$ cat config.mk
export PLATFORM = sky130hd
export DESIGN_NAME = stroke_interpolator_flat
export DESIGN_NICKNAME = d
export VERILOG_FILES = /design/src/rtl/stroke_interpolator_pkg.sv /design/src/rtl/stroke_interpolator_if.sv /design/src/rtl/stroke_interpolator_line_stepper.sv /design/src/rtl/stroke_interpolator.sv /design/src/flat_wrapper.sv
export SDC_FILE = /design/constraint.sdc
export NUM_CORES = 1
export LEC_CHECK = 0
export CAP_MARGIN = 15
export CORE_MARGIN = 2
export CORE_UTILIZATION = 64
export CTS_BUF_LIST = sky130_fd_sc_hd__clkbuf_8
export DETAILED_ROUTE_END_ITERATION = 10
export GPL_ROUTABILITY_DRIVEN = 0
export PLACE_DENSITY = 0.84
export RECOVER_POWER = 25
export SYNTH_ARGS = -nofsm -noshare
export SYNTH_HDL_FRONTEND = slang
export SYNTH_SLANG_ARGS = --single-unit
export TNS_END_PERCENT = 20
$ cat constraint.sdc
create_clock -name clk -period 11.5 [get_ports clk]
set_clock_uncertainty 0.1 [all_clocks]
set_input_delay 2.3 -clock clk [delete_from_list [all_inputs] [get_ports clk]]
set_output_delay 2.3 -clock clk [all_outputs]
set_load 0.01 [all_outputs]
$ cat src/rtl/stroke_interpolator_pkg.sv
// Shared screen geometry, coordinate types and FSM encoding for the pen-stroke path.
// The geometry constants are the same ones map_cam, write_buffer and pixel_buffer use.
package stroke_interpolator_pkg;
  localparam int CW       = 10;
  localparam int H_RES    = 640;
  localparam int V_RES    = 480;
  localparam int MAX_JUMP = 64;

  typedef logic [CW-1:0]        coord_t;
  typedef logic signed [CW+1:0] sdelta_t;

  localparam coord_t NO_BLOB = coord_t'(1023);

  typedef enum logic [1:0] {S_IDLE, S_SETUP, S_DRAW} state_t;

  function automatic coord_t abs_diff(coord_t a, coord_t b);
    return (a >= b) ? coord_t'(a - b) : coord_t'(b - a);
  endfunction
endpackage

$ cat src/rtl/stroke_interpolator_if.sv
// Camera-sample input and plotted-point valid/ready stream of the stroke interpolator.
interface stroke_interpolator_if;
  import stroke_interpolator_pkg::*;

  logic   sample;
  coord_t x_in;
  coord_t y_in;
  logic   pt_valid;
  logic   pt_ready;
  coord_t pt_x;
  coord_t pt_y;
  logic   busy;
  logic   dropped;

  modport master (output sample, x_in, y_in, pt_ready,
                  input  pt_valid, pt_x, pt_y, busy, dropped);
  modport slave  (input  sample, x_in, y_in, pt_ready,
                  output pt_valid, pt_x, pt_y, busy, dropped);
endinterface

$ cat src/rtl/stroke_interpolator_line_stepper.sv
// Registered Bresenham core: load takes the first step from start, step advances one pixel.
// done_o is high while the held point equals the target; x_o/y_o only move on load/step.
module stroke_interpolator_line_stepper
  import stroke_interpolator_pkg::*;
(
  input  logic   clk,
  input  logic   reset,
  input  logic   load_i,
  input  logic   single_i,
  input  logic   step_i,
  input  coord_t start_x_i,
  input  coord_t start_y_i,
  input  coord_t tgt_x_i,
  input  coord_t tgt_y_i,
  output coord_t x_o,
  output coord_t y_o,
  output logic   done_o
);
  coord_t  x_q, y_q, x_d, y_d, base_x, base_y;
  sdelta_t err_q, err_d, base_err, dx_q, dy_q, cdx, cdy, e2;
  logic    sxn_q, syn_q, csxn, csyn, done_q;

  always_comb begin
    base_x   = x_q;
    base_y   = y_q;
    base_err = err_q;
    cdx      = dx_q;
    cdy      = dy_q;
    csxn     = sxn_q;
    csyn     = syn_q;
    if (load_i) begin
      base_x   = start_x_i;
      base_y   = start_y_i;
      cdx      = sdelta_t'(abs_diff(tgt_x_i, start_x_i));
      cdy      = -sdelta_t'(abs_diff(tgt_y_i, start_y_i));
      base_err = cdx + cdy;
      csxn     = tgt_x_i < start_x_i;
      csyn     = tgt_y_i < start_y_i;
    end
    // The load path folds in the first step so the start point is never presented.
    e2    = base_err <<< 1;
    x_d   = base_x;
    y_d   = base_y;
    err_d = base_err;
    if (e2 >= cdy) begin
      err_d = err_d + cdy;
      x_d   = csxn ? base_x - coord_t'(1) : base_x + coord_t'(1);
    end
    if (e2 <= cdx) begin
      err_d = err_d + cdx;
      y_d   = csyn ? base_y - coord_t'(1) : base_y + coord_t'(1);
    end
  end

  always_ff @(posedge clk) begin
    if (!reset) begin
      x_q    <= '0;
      y_q    <= '0;
      err_q  <= '0;
      dx_q   <= '0;
      dy_q   <= '0;
      sxn_q  <= 1'b0;
      syn_q  <= 1'b0;
      done_q <= 1'b0;
    end else if (load_i && single_i) begin
      x_q    <= tgt_x_i;
      y_q    <= tgt_y_i;
      done_q <= 1'b1;
    end else if (load_i || step_i) begin
      x_q    <= x_d;
      y_q    <= y_d;
      err_q  <= err_d;
      dx_q   <= cdx;
      dy_q   <= cdy;
      sxn_q  <= csxn;
      syn_q  <= csyn;
      done_q <= (x_d == tgt_x_i) && (y_d == tgt_y_i);
    end
  end

  assign x_o    = x_q;
  assign y_o    = y_q;
  assign done_o = done_q;
endmodule

$ cat src/rtl/stroke_interpolator.sv
// Joins successive pen samples with Bresenham lines; first point 2 clk after the sample, 1 point/clk.
// Points hold under !pt_ready; samples arriving while busy are dropped. STROKE_DEADBAND_EN drops 1-pixel jitter.
module stroke_interpolator
  import stroke_interpolator_pkg::*;
(
  input logic             clk,
  input logic             reset,
  stroke_interpolator_if.slave bus
);
  localparam coord_t H_LIM = coord_t'(H_RES);
  localparam coord_t V_LIM = coord_t'(V_RES);
  localparam coord_t JUMP  = coord_t'(MAX_JUMP);

  state_t state_q, state_d;
  coord_t tx_q, ty_q, last_x_q, last_y_q, adx, ady, stp_x, stp_y;
  logic   have_last_q, dropped_q;
  logic   tgt_ok, far, same, jitter, accept, stp_done;
  logic   load, single, step, upd_last, pt_valid;

  assign adx    = abs_diff(tx_q, last_x_q);
  assign ady    = abs_diff(ty_q, last_y_q);
  assign tgt_ok = (tx_q < H_LIM) && (ty_q < V_LIM);
  assign far    = (adx > JUMP) || (ady > JUMP);
  assign same   = (adx == '0) && (ady == '0);
`ifdef STROKE_DEADBAND_EN
  assign jitter = have_last_q && (adx <= coord_t'(1)) && (ady <= coord_t'(1));
`else
  assign jitter = 1'b0;
`endif

  always_ff @(posedge clk) begin
    if (!reset) state_q <= S_IDLE;
    else        state_q <= state_d;
  end

  always_comb begin
    state_d = state_q;
    case (state_q)
      S_IDLE:  if (bus.sample) state_d = S_SETUP;
      S_SETUP: begin
        if (!tgt_ok || jitter)       state_d = S_IDLE;
        else if (!have_last_q || far) state_d = S_DRAW;
        else if (same)                state_d = S_IDLE;
        else                          state_d = S_DRAW;
      end
      S_DRAW:  if (accept && stp_done) state_d = S_IDLE;
      default: state_d = S_IDLE;
    endcase
  end

  always_comb begin
    pt_valid = (state_q == S_DRAW);
    accept   = pt_valid && bus.pt_ready;
    load     = (state_q == S_SETUP) && (state_d == S_DRAW);
    single   = !have_last_q || far;
    step     = accept && !stp_done;
    upd_last = (state_q == S_SETUP) && tgt_ok && !jitter;
  end

  always_ff @(posedge clk) begin
    if (!reset) begin
      tx_q        <= '0;
      ty_q        <= '0;
      last_x_q    <= '0;
      last_y_q    <= '0;
      have_last_q <= 1'b0;
      dropped_q   <= 1'b0;
    end else begin
      dropped_q <= bus.sample && (state_q != S_IDLE);
      if (state_q == S_IDLE && bus.sample) begin
        tx_q <= bus.x_in;
        ty_q <= bus.y_in;
      end
      if (state_q == S_SETUP && !tgt_ok) begin
        have_last_q <= 1'b0;
      end else if (upd_last) begin
        last_x_q    <= tx_q;
        last_y_q    <= ty_q;
        have_last_q <= 1'b1;
      end
    end
  end

  stroke_interpolator_line_stepper u_stepper (
    .clk       (clk),
    .reset     (reset),
    .load_i    (load),
    .single_i  (single),
    .step_i    (step),
    .start_x_i (last_x_q),
    .start_y_i (last_y_q),
    .tgt_x_i   (tx_q),
    .tgt_y_i   (ty_q),
    .x_o       (stp_x),
    .y_o       (stp_y),
    .done_o    (stp_done)
  );

  assign bus.pt_valid = pt_valid;
  assign bus.pt_x     = stp_x;
  assign bus.pt_y     = stp_y;
  assign bus.busy     = (state_q != S_IDLE);
  assign bus.dropped  = dropped_q;
endmodule

$ cat src/flat_wrapper.sv
// flat-port wrapper written by rule: the top's interface ports become plain ports
module stroke_interpolator_flat import stroke_interpolator_pkg::*;
  (clk, reset, bus_sample, bus_x_in, bus_y_in, bus_pt_ready, bus_pt_valid, bus_pt_x, bus_pt_y, bus_busy, bus_dropped);
  stroke_interpolator_if bus_i ();
  input logic clk;
  input logic reset;
  input wire logic [$bits(bus_i.sample)-1:0] bus_sample;
  input wire logic [$bits(bus_i.x_in)-1:0] bus_x_in;
  input wire logic [$bits(bus_i.y_in)-1:0] bus_y_in;
  input wire logic [$bits(bus_i.pt_ready)-1:0] bus_pt_ready;
  output wire logic [$bits(bus_i.pt_valid)-1:0] bus_pt_valid;
  output wire logic [$bits(bus_i.pt_x)-1:0] bus_pt_x;
  output wire logic [$bits(bus_i.pt_y)-1:0] bus_pt_y;
  output wire logic [$bits(bus_i.busy)-1:0] bus_busy;
  output wire logic [$bits(bus_i.dropped)-1:0] bus_dropped;
  assign bus_i.sample = bus_sample;
  assign bus_i.x_in = bus_x_in;
  assign bus_i.y_in = bus_y_in;
  assign bus_i.pt_ready = bus_pt_ready;
  assign bus_pt_valid = bus_i.pt_valid;
  assign bus_pt_x = bus_i.pt_x;
  assign bus_pt_y = bus_i.pt_y;
  assign bus_busy = bus_i.busy;
  assign bus_dropped = bus_i.dropped;
  stroke_interpolator u_core (.clk(clk), .reset(reset), .bus(bus_i));
endmodule
==> flow_metrics.py, run 1 <==
metrics = {
    "global_routing": {
        "first_global_vias": 9637,
        "grt_pass1_wl_mm": 49.5,
        "grt.overflow.total": 0,
        "grt_max_degree": 68,
        "track_usage_pct": 35.1,
        "antenna_found_initial": 0,
    },
    "status": {
        "outcome": "finished with violations",
        "violations": "capacitance limit, slew limit",
    },
    "floorplanning": {
        "die-area_mm2": 0.0175,
        "initial_core_util_pct": 65.9,
        "die_h_um": 132,
        "dieWidth_um": 132,
        "coreArea_mm2": 0.0159,
        "ioPinCount": 47,
        "row_count": 46,
    },
    "drt": {
        "met1_length_mm": 12.9,
        "drc_errors": 0,
        "ant_nets": 0,
        "dr.pass1.iters": 8,
        "routed-via-count": 10300,
        "wire_per_inst_um": 19.5,
        "drt_wl_total_mm": 30.9,
        "via_per_inst": 6.48,
        "wl_met3_mm": 2.53,
        "top_layer": "met4",
        "wl_met2_mm": 13.9,
        "drt-initial-drc-count": 1035,
    },
    "logic_synthesis": {
        "synth_area_mm2": 0.0105,
        "avgSynthCellArea_um2": 7.72,
        "synth_nets": 1498,
        "yosysUniqueCellTypes": 80,
        "ys_seq_elements": 102,
        "ys.flop_type": "dfxtp_1",
        "synth_cells": 1361,
        "ys_seq_area_share_pct": 19.4,
        "ys_warn_count": 0,
        "synth_edf_count": 0,
        "async_flop_share_pct": 0,
    },
    "setup_path": {
        "crit_required_ps": 11740,
        "end_kind": "register",
        "crit_path_top_delay_cell": "or3_1",
        "worstSetupPathType": "reg -> reg",
        "crit_path_max_incr_delay_ps": 710,
        "critPathTopFamily": "compound AO/OA/AOI/OAI gates",
        "start_kind": "register",
        "crit_buf_inv": 2,
        "cp_max_fo": 20,
        "cp.arrival_ps": 10430,
    },
    "power_and_ir_drop": {
        "p_sw_share_pct": 50.5,
        "total_power_mw": 2.45,
        "p_leak_nw": 4.91,
        "p_clk_share_pct": 12.2,
        "power_per_cell_area_mw_per_mm2": 218,
        "ir_drop_mv": 0.137,
        "combPwrFrac_pct": 70.8,
        "internal-power_mw": 1.21,
        "p_sw_mw": 1.24,
        "power_frac_seq_pct": 17.1,
    },
    "layout": {
        "nets": 1501,
        "fin_util_pct": 70.6,
        "diodes": 0,
        "drive_gt1_share_pct": 6.57,
        "design_area_mm2": 0.0113,
        "fill_cells": 1288,
        "syn2layout_area_growth_pct": 7.14,
    },
    "clock_tree": {
        "hold_buffers": 0,
        "insertion_delay_ps": 410,
        "cts_sinks": 102,
        "cts_resized": 0,
        "cts_max_level": 3,
        "ctsRootBufferMaster": "clkbuf_8",
        "clk_pin_slew_worst_paths_ps": 110,
        "post-cts-setup-buffer-count": 0,
        "clock_path_buffers": 2,
        "cts_buffers": 9,
        "cts_tree": "built",
    },
    "timing": {
        "finalMaxSlewViolations": 68,
        "hold_ws_ps": 375,
        "fmax_mhz": 98.1,
        "hold_viol": 0,
        "rsz0062_at_grt": "false",
        "worst_pin_slew_ps": 2790,
        "finalSetupTns_ps": 0,
        "maxSlewHeadroom_pct": -86.3,
        "setup_viol": 0,
        "final.min_clock_period_ps": 10190,
        "final.period_utilization_pct": 88.6,
    },
    "placed_design": {
        "hpwl_mm": 23.2,
        "numPortBuffers": 46,
        "placed_area_mm2": 0.0110,
    },
    "run": {
        "drv_cap": 1,
    },
    "min_path": {
        "hold_class": "reg -> reg",
    },
}
==> cell usage after synthesis (20+ instances only) <==
cell	n	area (um^2)
a21o_1	31	233
and2_1	27	169
xnor2_1	49	429
clkbuf_1	43	161
o21ai_0	68	340
ha_1	104	1300
nor2_1	69	259
dfxtp_1	102	2040
nand2_1	204	766
nand3_1	23	115
a21oi_1	89	445
mux2_2	33	372
inv_1	108	405
a21boi_0	57	428
nor2b_1	20	125
mux2i_1	43	430
==> worst min-delay path: stages, from the launching register on <==
cell and delay [ps]:
dfxtp_1 340, inv_1 60, nor2_1 40
==> sequential cells by signal (all words and copies together) (netlist names), 10 cells and up <==
signal                  flops
u_core.u_stepper.x_o       10
u_core.u_stepper.dy_q      12
u_core.u_stepper.dx_q      12
u_core.u_stepper.y_o       10
u_core.last_y_q            10
u_core.tx_q                10
u_core.ty_q                10
u_core.u_stepper.err_q     11
u_core.last_x_q            10
==> layout make-up <==
| type | count | area, um^2 | area share (%) |
|---|---|---|---|
| multi-input combinational | 1084 | 7740 | 68.8 |
| timing repair buffer | 58 | 541 | 4.80 |
| clock inverter | 5 | 104 | 0.922 |
| tap | 216 | 270 | 2.40 |
| clock buffer | 11 | 151 | 1.34 |
| inverter | 109 | 409 | 3.63 |
| sequential | 102 | 2040 | 18.1 |
==> power groups by stage <==
| stage | logic (mW) | registers, mW | clock network [mW] |
|---|---|---|---|
| 3_5_place_dp | 1.67 | 0.425 | 0 |
| 3_3_place_gp | 1.62 | 0.424 | 0 |
| 4_1_cts | 1.68 | 0.417 | 0.298 |
| 2_1_floorplan | 1.29 | 0.415 | 0 |
| 5_1_grt | 1.87 | 0.422 | 0.309 |
| 6_report | 1.74 | 0.419 | 0.298 |
==> metal layers <==
metal,vias to the layer above,global-route usage [%]
met5,-,0
met4,0,17.9
met3,122,5.84
met2,536,57.3
met1,4796,44.7
li1,4824,-
==> layout by cell type, fill, tap and decap left out, drive strengths merged, types with 5 or more instances in the layout <==
cell and n:
xnor2 49, mux2i 45, a31oi 13, and2 27
dlygate4sd3 8, clkdlybuf4s50 37, o211a 15, inv 110
nor2 69, fa 9, o211ai 12, nand2 204
or4 5, mux2 35, nor3 13, dfxtp 102
and4 6, clkbuf 13, ha 104, buf 11
o21ai 71, nand4 18, a21boi 57, and3 10
o21a 8, nor4 7, nor2b 20, a21o 31
a211oi 8, a22oi 11, o221ai 15, o21bai 12
nand2b 17, nand3 23, a21oi 90, xor2 19
==> logic make-up after synthesis <==
| kind of cell | share of synthesized area, % |
|---|---|
| AND/OR/NAND/NOR | 19.1 |
| XOR/XNOR | 6.17 |
| AO/OA/AOI/OAI | 25.8 |
| adder cells (fa/ha/maj) | 14.3 |
| multiplexers | 8.18 |
| buffers and inverters | 7.03 |
| flip-flops | 19.4 |
==> final timing paths <==
kind / cells past startpoint / to / from / slack (ps)
hold / removal: 2 / u_core.u_stepper.dx_q[11]$_SDFFE_PN0P_ / u_core.u_stepper.dx_q[11]$_SDFFE_PN0P_ / 370
setup / recovery: 42 / u_core.u_stepper.err_q[10]$_SDFFE_PN0P_ / u_core.ty_q[0]$_SDFFE_PN0P_ / 1310
setup reg to reg: 42 / u_core.u_stepper.err_q[10]$_SDFFE_PN0P_ / u_core.ty_q[0]$_SDFFE_PN0P_ / 1310
hold reg to reg: 2 / u_core.u_stepper.dx_q[11]$_SDFFE_PN0P_ / u_core.u_stepper.dx_q[11]$_SDFFE_PN0P_ / 370
==> per-stage QoR <==
step | setup WS, ps | std cells
4_1_cts | 1560 | 1585
3_3_place_gp | 1920 | 1569
6_report | 1310 | 1585
5_1_grt | 581 | 1585
3_5_place_dp | 1590 | 1569
2_1_floorplan | 1910 | 1361
No activity file was read; power rests on OpenSTA's default activity.
==> inputs of run 2 (changes only) <==
--- a/config.mk
+++ b/config.mk
@@ -5,6 +5,7 @@
 export SDC_FILE = /design/constraint.sdc
 export NUM_CORES = 1
 export LEC_CHECK = 0
+export ABC_CLOCK_PERIOD_IN_PS = 11500
 export CAP_MARGIN = 15
 export CORE_MARGIN = 2
 export CORE_UTILIZATION = 64
==> results of run 2 <==
Final layout, timing and power as in run 1 (identical DEF).
==> inputs of run 3 (changes only) <==
--- a/config.mk
+++ b/config.mk
@@ -5,7 +5,6 @@
 export SDC_FILE = /design/constraint.sdc
 export NUM_CORES = 1
 export LEC_CHECK = 0
-export ABC_CLOCK_PERIOD_IN_PS = 11500
 export CAP_MARGIN = 15
 export CORE_MARGIN = 2
 export CORE_UTILIZATION = 64
==> results of run 3 <==
Final layout, timing and power as in run 1 (identical DEF).
